File: src/rtl/bus_arbiter_param.sv
// N-master bus arbiter: fixed-priority or round-robin, bounded tenure with timeout.
// Latency: request sampled -> registered grant 1 cycle later; at least 1 idle cycle between tenures.
// Backpressure: requests wait pending while another master owns the bus; no preemption except timeout.
module bus_arbiter_param #(
    parameter int NUM_MASTERS = 2,
    parameter int ID_W        = 3,
    parameter int RR_MODE     = 1,
    parameter int MAX_HOLD    = 16,
    parameter int CNT_W       = 8
) (
    input  logic                   clk,
    input  logic                   reset,
    input  logic [NUM_MASTERS-1:0] m_req,
    output logic [NUM_MASTERS-1:0] m_grant,
    output logic [ID_W-1:0]        grant_id,
    output logic                   bus_busy,
    output logic [NUM_MASTERS-1:0] m_busy,
    output logic [NUM_MASTERS-1:0] m_timeout
);

    typedef enum logic {IDLE, GRANT} state_t;

    localparam logic [NUM_MASTERS-1:0] ONE       = NUM_MASTERS'(1);
    localparam logic [CNT_W-1:0]       HOLD_LAST = CNT_W'(MAX_HOLD - 1);
    localparam bit                     TMO_EN    = (MAX_HOLD != 0);

    state_t                 state, state_nxt;
    logic [NUM_MASTERS-1:0] grant_nxt, tmo_nxt;
    logic [NUM_MASTERS-1:0] excl, excl_nxt;
    logic [NUM_MASTERS-1:0] others, elig, win_oh;
    logic [ID_W-1:0]        id_nxt, last, last_nxt, win_id;
    logic [CNT_W-1:0]       cnt, cnt_nxt;
    logic                   win_vld, rel_hit;

    // Search position k of the arbitration order; RR starts just after the last winner.
    function automatic int search_pos(input int k, input logic [ID_W-1:0] base);
        int s;
        if (RR_MODE != 0) begin
            s = int'(base) + 1 + k;
            if (s >= NUM_MASTERS) s = s - NUM_MASTERS;
        end else begin
            s = k;
        end
        return s;
    endfunction

    // A master that just timed out only competes when nobody else is asking.
    always_comb begin
        others  = m_req & ~excl;
        elig    = (|others) ? others : m_req;
        win_vld = |elig;
        win_id  = '0;
        win_oh  = '0;
        for (int k = NUM_MASTERS - 1; k >= 0; k--) begin
            if (|(elig & (ONE << search_pos(k, last)))) begin
                win_id = ID_W'(search_pos(k, last));
                win_oh = ONE << search_pos(k, last);
            end
        end
    end

    always_comb begin
        state_nxt = state;
        grant_nxt = m_grant;
        id_nxt    = grant_id;
        cnt_nxt   = cnt;
        last_nxt  = last;
        excl_nxt  = excl;
        tmo_nxt   = '0;
        rel_hit   = ~|(m_req & m_grant);
        case (state)
            IDLE: begin
                if (win_vld) begin
                    state_nxt = GRANT;
                    grant_nxt = win_oh;
                    id_nxt    = win_id;
                    cnt_nxt   = '0;
                    last_nxt  = win_id;
                    excl_nxt  = '0;
                end
            end
            GRANT: begin
                // Release wins over a coincident timeout, so no pulse in that case.
                if (rel_hit) begin
                    state_nxt = IDLE;
                    grant_nxt = '0;
                    id_nxt    = '0;
                end else if (TMO_EN && (cnt == HOLD_LAST)) begin
                    state_nxt = IDLE;
                    grant_nxt = '0;
                    id_nxt    = '0;
                    tmo_nxt   = m_grant;
                    excl_nxt  = m_grant;
                end else if (cnt != '1) begin
                    cnt_nxt = cnt + 1'b1;
                end
            end
            default: state_nxt = IDLE;
        endcase
    end

    always_ff @(posedge clk) begin
        if (reset) begin
            state     <= IDLE;
            m_grant   <= '0;
            grant_id  <= '0;
            cnt       <= '0;
            last      <= ID_W'(NUM_MASTERS - 1);
            excl      <= '0;
            m_timeout <= '0;
        end else begin
            state     <= state_nxt;
            m_grant   <= grant_nxt;
            grant_id  <= id_nxt;
            cnt       <= cnt_nxt;
            last      <= last_nxt;
            excl      <= excl_nxt;
            m_timeout <= tmo_nxt;
        end
    end

    assign bus_busy = |m_grant;
    assign m_busy   = m_req | m_grant;

endmodule

File: config.mk
export PLATFORM = sky130hd
export DESIGN_NAME = bus_arbiter_param
export DESIGN_NICKNAME = d
export VERILOG_FILES = /design/src/rtl/bus_arbiter_param.sv
export SDC_FILE = /design/constraint.sdc
export NUM_CORES = 1
export LEC_CHECK = 0
export BUFFER_PORTS_ARGS = -buffer_cell sky130_fd_sc_hd__buf_2
export CORE_MARGIN = 8
export CORE_UTILIZATION = 58
export DETAILED_ROUTE_END_ITERATION = 10
export PLACE_DENSITY = 0.74
export SLEW_MARGIN = 5
export SYNTH_ARGS = -nofsm -noshare
export SYNTH_HDL_FRONTEND = slang
export SYNTH_SLANG_ARGS = --single-unit
File: constraint.sdc
create_clock -name clk -period 3 [get_ports clk]
set_clock_uncertainty 0.2 [all_clocks]
set_input_delay 0.45 -clock clk [delete_from_list [all_inputs] [get_ports clk]]
set_output_delay 0.45 -clock clk [all_outputs]
set_load 0.05 [all_outputs]
==> results.md, run 1 <==
Status:
- The flow ran to the end, and the final reports show no timing, DRC or antenna violations.

Synthesis:
- The most instantiated flip-flop cell in the synthesis netlist is dfxtp_1.
- The post-synthesis instance total is 159.
- Counting every net in the synthesized netlist gives 173.
- The number of enable flip-flop cells after synthesis is 0.
- Summing the sequential cell areas from Yosys gives 29.8% of the chip area.
- The total number of yosys warnings is 0.
- The proportion of register bits with asynchronous set or reset after synthesis is 0%.
- Synthesis instantiated 49 different standard cells from the library.
- The mapped netlist covers 1410 um2.
- The synthesized design contains 21 register bits.
- The synthesized area divided by synthesized cell count is 8.86 um2.

Global route:
- The initial antenna violation count is 0.
- The via count of the first global-routing pass is 1091.
- The largest net degree at the start of global routing is 13.
- The total routing usage reported by global routing is 13.8%.
- The global-route wire length before repair is 4750 um.
- Global routing finished with a remaining overflow of 0.

STA:
- The max-slew violation count is 0.
- The hold violation total from the final report is 0.
- Setup violations remaining at the end of the flow were counted as 0.
- Headroom to the max-slew limit came out at 60.9%.
- The shortest period the worst path allows is 2.78 ns.
- The final hold slack is 0.237 ns.
- Based on the critical path, the design can be clocked at up to 0.360 GHz.
- Summed over all failing endpoints, the final setup total negative slack is 0 ns.
- The transition time of the tightest slew-check pin is 0.582 ns.
- In the finished design, the share of the clock period the worst path needs comes to 92.7%.
- Setup repair after global routing left no endpoint under its margin.

Pwr:
- The maximum ir drop on the vdd rail is 0.000324 V.
- The analysis attributes to cell leakage a power of 0.649 nW.
- Power spread over the standard cell area amounts to 423 nW/um2.

Cells and area:
- The multi-input combinational cell area is 928 um2.
- The filler cell count in the final layout is 206.
- Leaving out fill and tap cells, the most frequent cell in the layout is nor2_1.
- In the final layout, flip-flops and latches occupy 423 um2.
- The number of nets at the end of the flow is 192.
- The repair_antennas step left the layout with diodes totalling 0.
- The post-layout instance area is 1560 um2.
- The area growth from synthesis to layout is 11.0%.
- The library cells used most frequently in the layout, excluding fill and tap cells, are 20 x nor2_1, 19 x dfxtp_1, 14 x nand2_1.
- In the final layout, the share of cells above drive strength 1 is 26.6%.

Worst setup path:
- The critical path goes through inv_1 > ha_2 > inv_1 > ha_1 > ha_1 > nand2_1 > a2bb2oi_1 > o32a_1 > mux2i_1 > nand4_2 > a31oi_1.
- The number of buffer and inverter instances along the worst setup path is 2.
- The largest stage delay on the critical path is 0.42 ns.
- The critical path start-end classification is flop to flop.
- The worst path arrival time is 2.83 ns.
- STA classifies the critical path endpoint as a flop.
- The startpoint type of the worst setup path is a flop.
- Along the worst path, the maximum fanout reaches 8.
- Grouping stages by cell kind, the critical path spends the most delay in adder cells.
- Data on the critical path is required at its endpoint by 3.05 ns.
- The slowest cell on the critical path is dfxtp_2.

CTS:
- At the later pin of the worst-skew pair, clock insertion delay measures 0.32 ns.
- TritonCTS built the clock tree.
- CTS placed an instance of clkbuf_4 at the clock tree root.
- The longest clock path from root to sink contains 2 buffers.
- The clock edge transition at the registers on the reported setup and hold paths is 0.13 ns.
- The CTS sink count is 21.
- The number of buffers added by the clock tree synthesis step is 3.
- The depth of the CTS H-tree is 1.

Drt:
- The pre-antenna-repair detailed-routing pass consisted of 4 iterations.
- The total number of vias is 1113.
- Summed over all layers, the routed wires come to 2760 um.
- The DRC marker count from the first detailed-route iteration is 63.
- In the routed design, unresolved DRC markers number 0.
- The average vias per placed instance is 5.38.
- The wire length per cell after detailed routing is 13.3 um.
- The detail route stage leaves a number of antenna-violating nets equal to 0.

Flow run:
- The number of max-cap violations is 0.

Placed design:
- Summing all placed instances gives a cell area of 1500 um2.
- The detailed-placement wirelength estimate is 2120 um.
- The routability-driven placement congestion ratio is 0.910.
- The number of input and output port buffers inserted is 13.

Floorplanning:
- In this run the standard cell core region covers 2390 um2.
- The floorplan step defined a die boundary enclosing 4260 um2.
- The floorplan die height is 65.3 um.
- After floorplanning, the core was divided into 18 placement rows.
- The die is 65.3 um wide.
- The number of primary I/O pins is 14.
- The initial core utilization is 59.0%.

Worst hold path:
- The worst hold path belongs to the class input pin to flop.
## power by group
| part | total, mW | switching [mW] | internal [mW] |
|---|---|---|---|
| logic | 0.224 | 0.134 | 0.0905 |
| clock network | 0.138 | 0.0879 | 0.0499 |
| registers | 0.299 | 0.0124 | 0.287 |
## through the flow
step	setup WS [ns]	utilization (%)	total power [mW]	cells
floorplan	0.234	-	0.473	159
global placement	0.241	63.0	0.506	201
detailed placement	0.0590	63.0	0.514	201
CTS	0.0331	64.2	0.650	205
global route	0.0212	65.5	0.701	207
finish	0.220	65.5	0.661	207
## cells by family (layout without fill, tap and decap cells)
group / count (synthesis) / after routing / share of synthesized area [%]
flip-flops: 21 / 21 / 29.8
adder cells (fa/ha/maj): 10 / 10 / 8.88
AO/OA/AOI/OAI: 28 / 28 / 17.6
buffers and inverters: 16 / 34 / 5.33
AND/OR/NAND/NOR: 71 / 71 / 28.7
XOR/XNOR: 12 / 12 / 8.97
multiplexers: 1 / 1 / 0.711
## worst register-to-register path, delay by kind of cell, from the launching register on
| family | cells | cell delay (ns) |
|---|---|---|
| adders and majority gates | 3 | 0.83 |
| AOI/OAI and AO/OA | 3 | 0.60 |
| DFF | 1 | 0.42 |
| muxes | 1 | 0.27 |
| and+or+nand+nor | 2 | 0.22 |
| buffers and inverters | 2 | 0.17 |
## cells in the mapped netlist (2+ instances only)
cell type  number  share of area [%]
a21oi_1         9                3.2
a31oi_1         4                1.8
and2_1          4                1.8
and3_2          2                1.1
and3b_1         2                1.2
buf_4           2                1.1
dfxtp_1        21                 30
ha_1           10                8.9
inv_1          11                2.9
nand2_1        14                3.7
nand2b_1        2               0.89
nand3_1         5                1.8
nand4_1         5                2.2
nor2_1         20                5.3
nor3_1          2               0.71
o21ai_2         2                1.2
o41ai_4         2                3.9
or2_2           3                1.3
xnor2_1         4                2.5
xor2_1          6                3.7
## registers in the layout, summed over array words and instances (netlist names)
name	count
excl	2
m_grant	2
state	1
cnt	8
m_timeout	2
grant_id	3
last	3
## worst paths after layout
check              startpoint           to  slack, ns  depth (start not counted)
setup / recovery      last[0]  grant_id[0]       0.22                         11
hold / removal          reset        state       0.24                          2
setup reg to reg      last[0]  grant_id[0]       0.22                         11
hold reg to reg   grant_id[1]  grant_id[1]       0.27                          1
## layer usage
layer  up-vias  wire length [um]  global-route usage [%]
met4         0                42                    5.45
met5         -                 0                       0
li1        585                 -                       -
met3         5               103                    2.89
met1       503              1200                    15.7
met2        20              1410                    24.4
## cell type report
class | instances | share of cell area [%]
clock buffers | 3 | 1.44
clock inverters | 1 | 0.320
inverters | 12 | 2.88
multi-input cells | 122 | 59.4
flip-flops and latches | 21 | 27.0
well taps | 30 | 2.40
repair buffers | 18 | 6.56
## repair_timing
action,in CTS,in global routing
endpoints found under the setup margin,0,4
hold buffers,0,0
setup buffers,0,2
resized for setup,0,5
(Power assumes the default switching activity.)
==> run 2: changes to the inputs <==
- CORE_UTILIZATION: 58 -> 30
- PLACE_DENSITY: 0.74 -> 0.42
==> run 2 against run 1 <==
Power is 7.9% higher. Combinational power barely moved. Wire length is 5.0% higher. Worst setup slack gained 0.099 ns. Clock-buffer cell count unchanged. Non-clock buffer count shrank 1. Fmax is 3.7% higher. Sequential power hardly changed. Via count up 1.3%. Global-route usage fell by 4.8 points. Critical path type unchanged. Largest power group unchanged.
==> results.md, run 2 (synthesis gave the netlist of run 1 again) <==
Status:
- The run finished with clean final reports.

Drt:
- The number of remaining DRC errors is 0 (unchanged).
- The post-route met1 wirelength is 1350 um (+12%).
- The post-detailed-routing wire length was 2900 um (+5.0%).
- The wire length per cell after detailed routing is 12.6 um (-5.5%).
- The highest routed metal layer is met4.
- The iteration count of the initial detailed-routing pass was 4 (unchanged).
- The routed length on met3 is 86 um (-17%).
- The DRC marker count from the first detailed-route iteration is 74 (+17%).
- The routed length on met2 was 1420 um (+0.64%).
- The post-detailed-route count of antenna-violating nets is 0 (unchanged).
- The total number of vias was 1127 (+1.3%).
- The average vias per placed instance is 4.90 (-8.9%).

Cells and area:
- The core occupancy in the finished layout is 35.1% (-30 points).
- Compared with the post-synthesis result, the final layout area differs by 15.4%.
- The number of nets at the end of the flow was 191 (-0.52%).
- The post-layout instance area is 1630 um2 (+3.9%).
- The most common cell after layout, fill and taps aside is nor2_1.
- The largest registers in the layout are cnt: 8 flops, grant_id: 3 flops, last: 3 flops.
- The antenna diode instance count was 0 (unchanged).
- More flip-flops sit in one register than any other, and that register is cnt.
- The top cell types in the final layout, fill and taps aside, are 20 x nor2_1, 19 x dfxtp_1, 14 x nand2_1.
- The number of standard cells in the layout, taps in and fillers out is 230 (+11%).
- The number of flip-flops under the largest register name was 8 (unchanged).
- The fraction of final layout cells with drive strength greater than 1 is 26.7% (+0.15 points).

STA:
- Setup repair after global routing left no endpoint under its margin.
- The worst slew margin relative to its limit is 64.7% (+3.8 points).
- The setup TNS after final layout is 0 ns (unchanged).
- The achievable clock frequency is 0.373 GHz (+3.7%).
- The shortest period the worst path allows was 2.68 ns (-0.0995 ns).
- The portion of the clock cycle consumed by the worst path in the final layout is 89.3% (-3.3 points).
- The final hold slack came to 0.262 ns (+0.0242 ns).
- The setup violation total in the final timing report is 0 (unchanged).
- The transition time of the tightest slew-check pin came to 0.528 ns (-0.0544 ns).
- The max-slew violation count is 0 (unchanged).
- The hold violation total from the final report came to 0 (unchanged).
- The least setup slack across all paths after layout was 0.320 ns (+0.0995 ns).

Worst setup path:
- The worst-case register-to-register setup slack is 0.32 ns (+0.10 ns).
- The startpoint type of the worst setup path is a flop.
- The depth of the most critical reg-to-reg path is 12 (+1).
- In this design, the largest share of critical-path delay is due to compound AO/OA/AOI/OAI gates.
- The critical path start-end classification is flop to flop.
- The number of buffer and inverter instances along the worst setup path came to 2 (unchanged).
- The required time at the worst-slack endpoint is 2.99 ns (-0.06 ns).
- The launch point of the worst path is last[0].
- The worst path arrival time came to 2.67 ns (-0.16 ns).
- The instance count on the critical path is 12 (+1).
- The nature of the critical path endpoint is a flop.
- The endpoint identified for the worst register-to-register timing path is grant_id[0].
- The critical path ends at grant_id[0].
- The largest stage delay on the critical path was 0.36 ns (-0.06 ns).
- The slowest stage of the critical path is the dfxtp_2 cell.
- In this run the critical register-to-register path is launched from last[0].
- The peak fanout along the critical path is 7 (-1).
- Traced cell by cell, the critical path runs through ha_1 > xnor2_2 > inv_1 > ha_1 > nor3b_1 > a21oi_1 > a21oi_2 > ha_4 > inv_1 > o41ai_4 > nand4_2 > a31oi_1.

Global route:
- The total routing usage reported by global routing is 8.99% (-4.8 points).
- The via count of the first global-routing pass is 1200 (+10%).
- The global-route wire length before repair is 5330 um (+12%).
- The largest net degree at the start of global routing was 14 (+1).
- The initial antenna violation count was 0 (unchanged).
- The aggregate global routing overflow is 0 (unchanged).

Placed design:
- The cell count after placement was 225 (+12%).
- The number of input and output port buffers inserted is 13 (unchanged).
- The detailed-placement wirelength estimate was 2320 um (+9.2%).
- The routability-driven placement congestion ratio is 0.814 (-10%).
- The minimum setup slack after placement is 0.0849 ns (+0.0260 ns).
- The instance area at placement came to 1530 um2 (+2.0%).

Pwr:
- The overall power of the completed layout is 714 uW (+7.9%).
- The maximum ir drop on the vdd rail was 0.000192 V (-41%).
- The power density of the placed cells came to 439 nW/um2 (+3.9%).
- The static power due to leakage is 0.651 nW (+0.41%).

CTS:
- The deepest clock path buffer count is 2 (unchanged).
- The clock tree from TritonCTS is built.
- The clock edge transition at the registers on the reported setup and hold paths is 0.08 ns (-0.05 ns).
- The depth of the CTS H-tree is 1 (unchanged).
- The later-pin clock latency in the skew report is 0.26 ns (-0.06 ns).
- The number of buffers added by the clock tree synthesis step is 3 (unchanged).
- The root buffer cell is clkbuf_8.
- The count of hold-fix buffers inserted at cts is 0 (unchanged).
- The CTS sink count is 21 (unchanged).

Floorplanning:
- The number of core rows is 25 (+7).
- The floorplan die height is 84.5 um (+29%).
- The die area is 7150 um2 (+68%).
- The horizontal die dimension is 84.5 um (+29%).
- The number of primary I/O pins is 14 (unchanged).
- The initial core utilization came to 30.4% (-29 points).
- The standard cell core area is 4630 um2 (+94%).

Worst hold path:
- The worst hold-check path type is flop to flop.

Flow run:
- The number of max-cap violations is 0 (unchanged).
## run 2: changes by cell type in the layout (fill, tap and decap cells not counted)
cell	previous run	this run
ha_2	1	0
clkbuf_4	3	0
xnor2_1	4	3
clkinv_2	1	0
ha_4	1	2
clkinvlp_4	0	1
xnor2_2	0	1
buf_4	5	4
clkbuf_8	0	3
## run 2: layer usage
layer	up-vias	global-route usage, %
met5	-	0
li1	583	-
met2	14	15.4
met4	0	3.07
met3	4	2.54
met1	526	10.4
## run 2: worst min path at each step
stage | slack [ns] | cells after the start | start | endpoint
after CTS | 0.27 | 1 | grant_id[2] | grant_id[2]
after global placement | 0.24 | 1 | grant_id[1] | grant_id[1]
after global routing | 0.29 | 1 | grant_id[2] | grant_id[2]
after floorplan | 0.25 | 2 | excl[1] | excl[1]
after detailed placement | 0.25 | 1 | grant_id[2] | grant_id[2]
final | 0.26 | 1 | grant_id[2] | grant_id[2]
## run 2: layout make-up
type	count	area, um2
clock inverter	1	7.51
fill	490	3000
multi-input combinational	122	946
sequential	21	423
clock buffer	3	41.3
tap	54	67.6
timing repair buffer	17	95.1
inverter	12	45.0
## run 2: timing repair
action,4_1_cts,5_1_grt
buffers inserted,0,1
endpoints found under the setup margin,0,4
gates resized for setup,0,7
hold endpoints to repair,0,0
## run 2: power breakdown
| group | switching [mW] | internal, mW | leakage (nW) | total [mW] |
|---|---|---|---|---|
| logic | 0.135 | 0.0895 | 0.459 | 0.225 |
| registers | 0.0122 | 0.286 | 0.170 | 0.298 |
| clock network | 0.0967 | 0.0937 | 0.0217 | 0.190 |
| total | 0.244 | 0.470 | 0.651 | 0.714 |
